==> config.mk <==
export PLATFORM = sky130hd
export DESIGN_NAME = uart_tx_periph
export DESIGN_NICKNAME = d
export VERILOG_FILES = /design/src/rtl/uart_tx_periph.sv
export SDC_FILE = /design/constraint.sdc
export NUM_CORES = 1
export LEC_CHECK = 0
export CORE_ASPECT_RATIO = 1.25
export CORE_MARGIN = 8
export CORE_UTILIZATION = 43
export CTS_CLUSTER_DIAMETER = 200
export DETAILED_ROUTE_END_ITERATION = 16
export PLACE_DENSITY_LB_ADDON = 0.08
export SLEW_MARGIN = 20
export SYNTH_ARGS = -nofsm -noshare
export SYNTH_HDL_FRONTEND = slang
export SYNTH_SLANG_ARGS = --single-unit
==> constraint.sdc <==
create_clock -name clk -period 3.37 [get_ports clk]
set_input_delay 0.337 -clock clk [delete_from_list [all_inputs] [get_ports clk]]
set_output_delay 0.337 -clock clk [all_outputs]
set_load 0.01 [all_outputs]
==> src/rtl/uart_tx_periph.sv <==
// ---------------------------------------------------------------------------
// uart_tx_periph
//   Memory-mapped UART transmitter. A store to TXD queues a byte in a small
//   FIFO; the serializer drains it as 8N1 frames, LSB first, on tx. The TX
//   half of the UART control/status register (CON) and a transmit-done
//   interrupt request are exposed on the bus.
//
// Ports
//   clk        system clock, all state on posedge
//   reset      asynchronous active-high reset
//   addr       bus byte address (full decode)
//   mem_write  store strobe
//   mem_read   load strobe (drives the CON read-to-clear of tx_done)
//   wdata      store data
//   rdata      combinational read data for addr
//   tx         serial line, idle high, registered
//   irq_tx     tx irq enable AND tx_done
//
// CON layout: [0] tx irq en, [1] rx irq en, [2] tx_done (sticky),
//             [3] 0, [4] busy, [5] overflow (sticky), [31:6] 0
// ---------------------------------------------------------------------------
module uart_tx_periph #(
    parameter int          CLKS_PER_BIT = 10417,
    parameter int          FIFO_DEPTH   = 4,
    parameter logic [31:0] ADDR_TXD     = 32'h4000_0018,
    parameter logic [31:0] ADDR_CON     = 32'h4000_0020
) (
    input  logic        clk,
    input  logic        reset,
    input  logic [31:0] addr,
    input  logic        mem_write,
    input  logic        mem_read,
    input  logic [31:0] wdata,
    output logic [31:0] rdata,
    output logic        tx,
    output logic        irq_tx
);

    localparam int PTR_W  = $clog2(FIFO_DEPTH);
    localparam int CNT_W  = PTR_W + 1;
    localparam int BAUD_W = (CLKS_PER_BIT > 1) ? $clog2(CLKS_PER_BIT) : 1;

    localparam logic [BAUD_W-1:0] BAUD_LAST = BAUD_W'(CLKS_PER_BIT - 1);
    localparam logic [BAUD_W-1:0] BAUD_ONE  = BAUD_W'(1);
    localparam logic [CNT_W-1:0]  CNT_FULL  = CNT_W'(FIFO_DEPTH);
    localparam logic [CNT_W-1:0]  CNT_ONE   = CNT_W'(1);
    localparam logic [PTR_W-1:0]  PTR_ONE   = PTR_W'(1);

    typedef enum logic [1:0] {IDLE, START, DATA, STOP} state_t;

    state_t             state, state_next;
    logic [BAUD_W-1:0]  baud_cnt, baud_next;
    logic [2:0]         bit_cnt, bit_next;
    logic [7:0]         shifter, shift_next;
    logic               tx_next;
    logic               pop, done_set;

    logic [7:0]         fifo_mem [FIFO_DEPTH];
    logic [PTR_W-1:0]   wr_ptr, rd_ptr;
    logic [CNT_W-1:0]   count;
    logic               fifo_empty, fifo_full;

    logic               tx_irq_en, rx_irq_en, tx_done, overflow;
    logic [7:0]         last_txd;

    logic               txd_sel, con_sel;
    logic               push_req, push, overflow_set;
    logic               con_write, con_read;
    logic               busy;
    logic               unused_wdata;

    assign unused_wdata = ^wdata[31:8];

    assign txd_sel    = (addr == ADDR_TXD);
    assign con_sel    = (addr == ADDR_CON);
    assign con_write  = mem_write & con_sel;
    assign con_read   = mem_read & con_sel;

    assign fifo_empty = (count == '0);
    assign fifo_full  = (count == CNT_FULL);

    // A pop in the same cycle frees the slot, so a push to a full FIFO is
    // still accepted when the serializer is taking a byte out.
    assign push_req     = mem_write & txd_sel;
    assign push         = push_req & (~fifo_full | pop);
    assign overflow_set = push_req & fifo_full & ~pop;

    // ---------------- FIFO ----------------
    always_ff @(posedge clk or posedge reset) begin
        if (reset) begin
            wr_ptr <= '0;
            rd_ptr <= '0;
            count  <= '0;
        end else begin
            if (push) wr_ptr <= wr_ptr + PTR_ONE;
            if (pop)  rd_ptr <= rd_ptr + PTR_ONE;
            case ({push, pop})
                2'b10:   count <= count + CNT_ONE;
                2'b01:   count <= count - CNT_ONE;
                default: count <= count;
            endcase
        end
    end

    always_ff @(posedge clk) begin
        if (push) fifo_mem[wr_ptr] <= wdata[7:0];
    end

    // ---------------- serializer FSM ----------------
    always_ff @(posedge clk or posedge reset) begin
        if (reset) begin
            state    <= IDLE;
            baud_cnt <= '0;
            bit_cnt  <= '0;
            tx       <= 1'b1;
        end else begin
            state    <= state_next;
            baud_cnt <= baud_next;
            bit_cnt  <= bit_next;
            tx       <= tx_next;
        end
    end

    always_ff @(posedge clk) begin
        shifter <= shift_next;
    end

    // tx is computed one cycle ahead so the pin is driven straight from a flop.
    always_comb begin
        state_next = state;
        baud_next  = baud_cnt;
        bit_next   = bit_cnt;
        shift_next = shifter;
        tx_next    = tx;
        pop        = 1'b0;
        done_set   = 1'b0;

        case (state)
            IDLE: begin
                if (!fifo_empty) begin
                    pop        = 1'b1;
                    shift_next = fifo_mem[rd_ptr];
                    state_next = START;
                    baud_next  = '0;
                    tx_next    = 1'b0;
                end
            end
            START: begin
                if (baud_cnt == BAUD_LAST) begin
                    state_next = DATA;
                    baud_next  = '0;
                    bit_next   = '0;
                    tx_next    = shifter[0];
                end else begin
                    baud_next  = baud_cnt + BAUD_ONE;
                end
            end
            DATA: begin
                if (baud_cnt == BAUD_LAST) begin
                    baud_next = '0;
                    if (bit_cnt == 3'd7) begin
                        state_next = STOP;
                        tx_next    = 1'b1;
                    end else begin
                        bit_next   = bit_cnt + 3'd1;
                        shift_next = {1'b0, shifter[7:1]};
                        tx_next    = shifter[1];
                    end
                end else begin
                    baud_next = baud_cnt + BAUD_ONE;
                end
            end
            STOP: begin
                if (baud_cnt == BAUD_LAST) begin
                    done_set  = 1'b1;
                    baud_next = '0;
                    // Chain straight into the next frame when a byte is waiting.
                    if (!fifo_empty) begin
                        pop        = 1'b1;
                        shift_next = fifo_mem[rd_ptr];
                        state_next = START;
                        tx_next    = 1'b0;
                    end else begin
                        state_next = IDLE;
                    end
                end else begin
                    baud_next = baud_cnt + BAUD_ONE;
                end
            end
            default: state_next = IDLE;
        endcase
    end

    // ---------------- control/status register ----------------
    // Set events take priority over clears landing on the same edge.
    always_ff @(posedge clk or posedge reset) begin
        if (reset) begin
            tx_irq_en <= 1'b0;
            rx_irq_en <= 1'b0;
            tx_done   <= 1'b0;
            overflow  <= 1'b0;
            last_txd  <= 8'h00;
        end else begin
            if (con_write) begin
                tx_irq_en <= wdata[0];
                rx_irq_en <= wdata[1];
            end
            if (done_set)                    tx_done <= 1'b1;
            else if (con_write || con_read)  tx_done <= 1'b0;
            if (overflow_set)                overflow <= 1'b1;
            else if (con_write)              overflow <= 1'b0;
            if (push_req)                    last_txd <= wdata[7:0];
        end
    end

    assign busy   = (state != IDLE) | ~fifo_empty;
    assign irq_tx = tx_irq_en & tx_done;

    always_comb begin
        rdata = 32'h0;
        if (txd_sel)
            rdata = {24'h0, last_txd};
        else if (con_sel)
            rdata = {26'h0, overflow, busy, 1'b0, tx_done, rx_irq_en, tx_irq_en};
    end

endmodule

# [Word-level counts from Yosys, hierarchy flattened]
# Memories as Yosys holds them, arrays and structs flattened.
# Cells that the tools add are included.
[op_classes] bitwise=12 n_eq_ne=16 n_reduce_logical=14 addsub=6 mux=39
[ops] operator="equality test 32 x 31 -> 1 bit, second input constant" n=2
[ops] operator="two-way mux 8 bit" n=5
[ops] operator="two-way mux 14 bit" n=2
[ops] operator="case mux 14 bit (2 select lines)" n=1
[ops] operator="case mux 8 bit (3 select lines)" n=1
[ops] operator="two-way mux 1 bit" n=16
[ops] operator="adder 14 x 1 -> 14 bit, second input constant" n=1
[ops] operator="equality test 14 bit, second input constant" n=1
[ops] operator="inequality test 2 bit, second input constant" n=6
[ops] operator="case mux 3 bit (2 select lines)" n=2
[ops] operator="two-way mux 2 bit" n=5
[ops] operator="nonzero test 2 bit" n=5
[ops] operator="two-way mux 3 bit" n=3
[ops] operator="case mux 2 bit (4 select lines)" n=1
[ops] operator="AND reduction 4 bit" n=2
[ops] operator="AND 1 bit" n=7
[ops] operator="adder 3 x 1 -> 3 bit, second input constant" n=2
[ops] operator="equality test 2 bit, second input constant" n=3
[ops] operator="equality test 3 bit, second input constant" n=2
[ops] operator="two-way mux 6 bit" n=1
[ops] operator="AND reduction 5 bit" n=1
[ops] operator="adder 2 x 1 -> 2 bit, second input constant" n=2
[ops] operator="equality test 2 x 1 -> 1 bit, second input constant" n=2
[ops] operator="case mux 1 bit (4 select lines)" n=1
[ops] operator="10 further kinds" n=13
[word_totals] ramBits=32 output_inout_bits=34 in_bits=68 reg_bits=47 wordCells=101 n_memories=1
[memory_table] memory="fifo_mem" words=4 width=8 rd=1 rd_ports_with_merged_regs=0 wr=1 line_no="58" text="logic [7:0] fifo_mem [FIFO_DEPTH];"

# [Longest topological paths before layout]
# Gate-level depths: netlist (run 1).
[depth] word_depth=8 depth_mapped=14 depth_no_buf=13

# [Worst setup path before layout (run 1)]
# OpenSTA, ideal clock, no wires.
[synth_timing] path_kind="register to register" startpoint="reg baud_cnt[2]" endpoint="reg shifter[0] (enable)" stages_incl_launch_ff=6 required_time_ns=2.988 path_slack_ns=0.538 t_arrival_ns=2.450 path_cell_list="dfrtp_1 or4_4 or4_1 a211oi_1 a21o_1 a21boi_0"
[synth_via] elab_chain_len=3 word_cells_on_any_way=4 cone_classes="3 x eq/ne; 1 x reduce/logical"
[synth_lines] item="start, declared" line_no="52" text="logic [BAUD_W-1:0] baud_cnt, baud_next;"
[synth_lines] item="start signal, assigned" line_no="118" text="baud_cnt <= baud_next;"
[synth_lines] item="equality test 14 bit (*)" line_no="159, 174"
[synth_lines] item="inequality test 2 bit (no source line)"
[synth_lines] item="AND reduction 4 bit (no source line) (*)"
[synth_lines] item="end signal, assigned" line_no="125" text="shifter <= shift_next;"
[synth_lines] item="end, declared" line_no="54" text="logic [7:0] shifter, shift_next;"
# Mark *: on every way between the ends. The rest lies on a longest branch, timed or not.
# A chain may end at the register's enable or synchronous reset.

# [Final worst setup path (run 1)]
[layout_timing] startpoint="reg baud_cnt[2]" endpoint="reg count[2]"
[layout_via] elab_chain_len=7 word_cells_on_any_way=9 cone_classes="3 x eq/ne; 3 x mux; 2 x bitwise; 1 x reduce/logical"
[layout_lines] item="equality test 14 bit (*)" line_no="174" text="if (baud_cnt == BAUD_LAST) begin"
[layout_lines] item="two-way mux 1 bit (*)" line_no="174"
[layout_lines] item="case mux 1 bit (2 select lines) (*)" line_no="138" text="case (state)"
[layout_lines] item="net pop" line_no="56" text="logic pop, done_set;"
[layout_lines] item="OR 1 bit" line_no="85" text="assign push = push_req & (~fifo_full | pop);"
[layout_lines] item="AND 1 bit" line_no="85"
[layout_lines] item="equality test 2 x 1 -> 1 bit / equality test 2 bit (equally long branches)" line_no="97" text="case ({push, pop})"
[layout_lines] item="case mux 3 bit (2 select lines) / nonzero test 2 bit (equally long branches)"
[layout_lines] item="end signal, assigned" line_no="98" text="2'b10: count <= count + CNT_ONE;"
[layout_lines] item="end signal, assigned" line_no="99" text="2'b01: count <= count - CNT_ONE;"
[layout_lines] item="end signal, assigned" line_no="100" text="default: count <= count;"
[layout_lines] item="end, declared" line_no="60" text="logic [CNT_W-1:0] count;"
# The timed path passes the listed nets; every way through them passes the cells marked *.

==> impl_metrics.toml, run 1 <==
[status]
status = "finished, final reports clean"

[timing]
fmax_mhz = 340.5
finalHoldViolCount = 0
rsz0062_at_grt = "false"
relSlewSlack_pct = 52.96
setup_viol = 0
period_needed_ns = 2.937
skew_ns = 0.006548
hold-worst-slack_ns = 0.3425
setup_ws_ns = 0.4328
maxSlewViolCount = 0
min_period_over_period_pct = 87.16
tns_ns = 0
worstMarginPinSlew_ns = 0.7002

[floorplanning]
num_io_pins = 102
start_util_pct = 43.74
die_area_sq_um = 12580
die_h_microns = 123.4
rows = 39
fp.coreArea_sq_um = 9076
dieWidth_microns = 101.9

[power]
power_leakage_nw = 1.888
total_power_mw = 2.037
peakVddDrop_mv = 0.2548
power.density_nw_per_um2 = 418.6

[cells_and_area]
multiInputGateArea_sq_um = 1610
n_fill_cell = 792
seqCellArea_sq_um = 2178
diodes = 0
drive_above_1_share_pct = 12.89
final_area_sq_um = 4867
fin_nets = 466
areaGrowthSynthToFinish_pct = 22.60
final_common_cell = "clkdlybuf4s50_1"
final_core_util_pct = 53.63
stdcell_count = 511
layout_common_cells = "clkdlybuf4s50_1 (53), edfxtp_1 (40), dfrtp_1 (38)"

[global_route]
grtUsageMet3_pct = 3.887
gr-usage-met2_pct = 23.23
antenna_found_initial = 0
grt.busiest_layer = "met2"
grt-ovfl-total = 0
grt_pass1_wl_microns = 13210
grtUsageMet1_pct = 16.17
grt_max_degree = 28
grt_pass1_vias = 2676
grt_use_total_pct = 13.69

[worst_setup_path]
critPathLaunch = "baud_cnt[2]"
startpoint_type = "register"
end_kind = "register"
crit_arrival_ns = 3.19
r2r-start = "baud_cnt[2]"
rr_worst_depth = 10
r2r_slack_ns = 0.43
crit_path_frequent_cell = "xor2_1"
worst-path-buf-inv = 1
cp_top_family = "simple AND/OR/NAND/NOR gates"
required_ns = 3.62
cpPeakStageDelay_ns = 0.59
cp_slowest_cell = "or4_4"
worst-setup-path-type = "reg -> reg"
crit_fanout = 6
crit_path_cell_trace = "or4_4 > nor4_4 > a21oi_1 > nor3_1 > ha_1 > inv_1 > fa_1 > xor2_1 > nor2_1 > xor2_1"
reg2reg_to = "count[2]"
crit_end = "count[2]"
crit_cells = 10

[placed_design]
hpwl_microns = 6195
place_area_sq_um = 4593
place_inst = 495
io_buffers = 53
dp_slack_ns = 0.4387
gp_congestion = 0.7540

[clock_network]
cts_max_level = 3
tritoncts = "yes"
postCtsHoldBufs = 0
post_cts_buffers = 0
clock_sink_count = 79
cts_resized = 0
cts_buffer_depth = 2
cts_root_buf = "clkbuf_16"
clk_pin_slew_worst_paths_ns = 0.06
clk_latency_ns = 0.33
cts_buffers = 9

[routing]
via_count = 2586
first_pass_iters = 4
drt_wl_total_microns = 8288
wl_per_cell_microns = 16.22
ant_nets = 0
drc = 0
drt_iter0_drc = 88
vias_per_cell = 5.061

[synth]
yosys_warnings = 0
avgSynthCellArea_sq_um = 12.41
synthTopCellsByArea = "edfxtp_1 (30%), dfrtp_1 (24%), buf_4 (4.5%)"
yosys.area.top_type = "edfxtp_1"
synth_top_area_share_pct = 30.26
synth_flop_cell = "edfxtp_1"
ys_async_sr_fraction_pct = 49.37
ys_ff_latch = 79
synth_enable_flop_cells = 40
syn_area_sq_um = 3970
synth_seq_area_share_pct = 54.87
netlist_instances = 320
yosysUniqueCellTypes = 48

[run]
cap_violations = 0

[worst_hold_path]
hold_path.class = "in -> async"
==> state kept, by name, summed over array words and instances (netlist names) <==
name / count
fifo_mem: 32
baud_cnt: 14
last_txd: 8
shifter: 8
bit_cnt: 3
count: 3
rd_ptr: 2
state: 2
wr_ptr: 2
overflow: 1
rx_irq_en: 1
tx: 1
tx_done: 1
tx_irq_en: 1
==> synthesized netlist by cell type (11+ instances only) <==
library cell,count
nand2_1,23
o21ai_0,23
inv_1,14
a22o_1,20
ha_1,14
edfxtp_1,40
mux2_2,12
buf_4,24
dfrtp_1,38
and2_1,11
nor2_1,12
==> worst min path at each step <==
stage	startpoint	to	slack (ns)	depth (start not counted)
after floorplan	wdata[0]	fifo_mem[0][0]	0.44	0
after global placement	baud_cnt[11]	baud_cnt[11]	0.48	1
after detailed placement	baud_cnt[11]	baud_cnt[11]	0.49	1
after CTS	reset	baud_cnt[2]	0.36	2
after global routing	reset	baud_cnt[2]	0.39	2
final	reset	baud_cnt[2]	0.34	2
==> cell type report <==
class                           count  share of cell area, %
Sequential cell                    79                  44.76
Multi-Input combinational cell    217                  33.08
Timing Repair Buffer               62                  12.29
Clock buffer                       11                  4.781
Tap cell                          123                  3.162
Inverter                           14                  1.080
Clock inverter                      5                 0.8483
==> where the power goes <==
part | switching, mW | internal [mW]
Combinational | 0.0503 | 0.0623
Sequential | 0.00813 | 1.03
Clock | 0.386 | 0.506
==> cells by family (layout without fill, tap and decap cells) <==
group	count (synthesis)	count (layout)	synth area share, %
xor gates and xnor gates	9	9	1.986
other	1	24	0.09446
AOI/OAI and AO/OA	62	62	11.09
buffers and inverters	47	92	6.744
DFF	79	79	54.87
and+or+nand+nor	85	85	11.85
muxes	22	22	8.446
adders and majority gates	15	15	4.917
==> metal layers <==
layer  vias to the layer above  wire [microns]
met5                         -               0
met4                         0             130
met3                        11             364
met2                        57            4238
met1                      1253            3555
li1                       1265               -
Power figures use the tool's default switching activity.
==> run 2, diff against run 1 <==
Settings changed: SKIP_LAST_GASP from default to 1.
==> results of run 2 <==
Same layout as run 1: the final DEF is identical, and so are final timing and power.
==> run 3, diff against run 2 <==
Settings changed: MAX_ROUTING_LAYER from default to met4, SETUP_SLACK_MARGIN from default to 0.4.
==> run 3 against run 2 <==
  * Global-route usage up 0.45 points
  * Cell area grew 0.77%
  * Core utilization grew 0.41 points
  * Register-to-register slack better by 0.19 ns
  * Critical endpoint is now rdata[5]
  * Largest cell class unchanged
  * Largest power group unchanged
==> impl_metrics.toml, run 3 (synthesis results as in run 1) <==
[routing]
wl_per_cell_microns = 16.17
drc = 0
ant_nets = 0
via_count = 2594
vias_per_cell = 5.047
first_pass_iters = 4
drt_iter0_drc = 104
drt_wl_total_microns = 8313

[worst_setup_path]
crit_path_frequent_cell = "clkdlybuf4s50_1"
crit_arrival_ns = 2.43
crit_path_cell_trace = "clkdlybuf4s50_1 > nor4_1 > nand4_1 > nor3_2 > buf_4 > a22o_1 > clkdlybuf4s50_1"
crit_fanout = 5
required_ns = 3.03
end_kind = "output pin"
worst-setup-path-type = "in -> out"
startpoint_type = "input port"
cp_slowest_cell = "clkdlybuf4s50_1"
cpPeakStageDelay_ns = 0.55

[floorplanning]
die_area_sq_um = 12580
dieWidth_microns = 101.9
num_io_pins = 102
fp.coreArea_sq_um = 9076
die_h_microns = 123.4
rows = 39
start_util_pct = 43.74

[cells_and_area]
layout_common_cells = "clkdlybuf4s50_1 (53), edfxtp_1 (40), dfrtp_1 (38)"
drive_above_1_share_pct = 14.32
top_register = "fifo_mem"
final_common_cell = "clkdlybuf4s50_1"
areaGrowthSynthToFinish_pct = 23.54
largest_reg_flops = 32
reg_top3 = "fifo_mem: 32 flops, baud_cnt: 14 flops"
diodes = 0
final_core_util_pct = 54.04
n_fill_cell = 786
fin_nets = 469
stdcell_count = 514

[timing]
fmax_mhz = 362.0
rsz0062_at_grt = "true"
setup_ws_ns = 0.6075
finalHoldViolCount = 0
min_period_over_period_pct = 81.97
maxSlewViolCount = 0
worstMarginPinSlew_ns = 0.7162
skew_ns = 0.006686
tns_ns = 0
hold-worst-slack_ns = 0.3415
relSlewSlack_pct = 51.89
period_needed_ns = 2.762
setup_viol = 0

[global_route]
antenna_found_initial = 0
grt_max_degree = 28
grt_pass1_wl_microns = 13240
grt_pass1_vias = 2667
grt_use_total_pct = 14.14
grt-ovfl-total = 0

[placed_design]
hpwl_microns = 6195
dp_slack_ns = 0.4387
place_inst = 495
gp_congestion = 0.7637
io_buffers = 53

[clock_network]
clk_latency_ns = 0.33
cts_buffer_depth = 2
postCtsHoldBufs = 0
clock_sink_count = 79
tritoncts = "yes"
cts_root_buf = "clkbuf_16"
cts_max_level = 3
clk_pin_slew_worst_paths_ns = 0.06
cts_buffers = 9

[status]
status = "finished, final reports clean"

[power]
power.density_nw_per_um2 = 415.9
power_leakage_nw = 1.901
peakVddDrop_mv = 0.2552

[worst_hold_path]
hold_path.class = "in -> async"

[run]
cap_violations = 0
[run 3: where the power goes]
| part | internal [mW] | switching [mW] |
|---|---|---|
| combinational | 0.0623 | 0.0507 |
| sequential | 1.03 | 0.00813 |
| clock | 0.506 | 0.388 |
| total | 1.59 | 0.447 |
[run 3: critical path: cells and delay by family]
kind | cells | cell delay, ns
AOI/OAI and AO/OA | 1 | 0.16
and+or+nand+nor | 3 | 0.80
buffers and inverters | 3 | 1.13
[run 3: through the flow]
step | total power, mW | instance area [sq um]
5_1_grt | 2.110 | 4905
6_report | 2.040 | 4905
4_1_cts | 2.063 | 4867
3_3_place_gp | 1.164 | 4593
2_1_floorplan | 1.111 | 4056
3_5_place_dp | 1.166 | 4593
[run 3: cell type report]
cell class	instances	area [sq um]	area share (%)
Clock inverter	5	41.29	0.8418
Clock buffer	11	232.7	4.745
Sequential cell	79	2178	44.41
Inverter	14	52.55	1.071
Timing Repair Buffer	65	620.6	12.65
Multi-Input combinational cell	217	1625	33.14
Tap cell	123	153.9	3.138
[run 3: per-layer routing]
metal  vias to the layer above  GRT usage, %  share of wire (%)
met5                         -             -                  0
met1                      1259         16.94                 44
li1                       1270             -                  -
met3                        12         3.042                2.9
met4                         0         4.876                1.8
met2                        53         23.06                 51
[run 3: final timing paths]
path	endpoint	slack, ns	from	depth (start not counted)
worst min-delay path	baud_cnt[2]	0.34	reset	2
worst max-delay path	rdata[5]	0.61	addr[26]	7
max in group asynchronous	tx	2.23	reset	3
worst min register to register	baud_cnt[11]	0.49	baud_cnt[11]	1
worst max register to register	count[2]	0.62	baud_cnt[10]	10
min in group clk	baud_cnt[11]	0.49	baud_cnt[11]	1
[run 3: repair_timing]
| action | 4_1_cts | 5_1_grt |
|---|---|---|
| gates resized for setup | 0 | 3 |
| setup buffers | 0 | 3 |
| setup endpoints to repair | 0 | 10 |
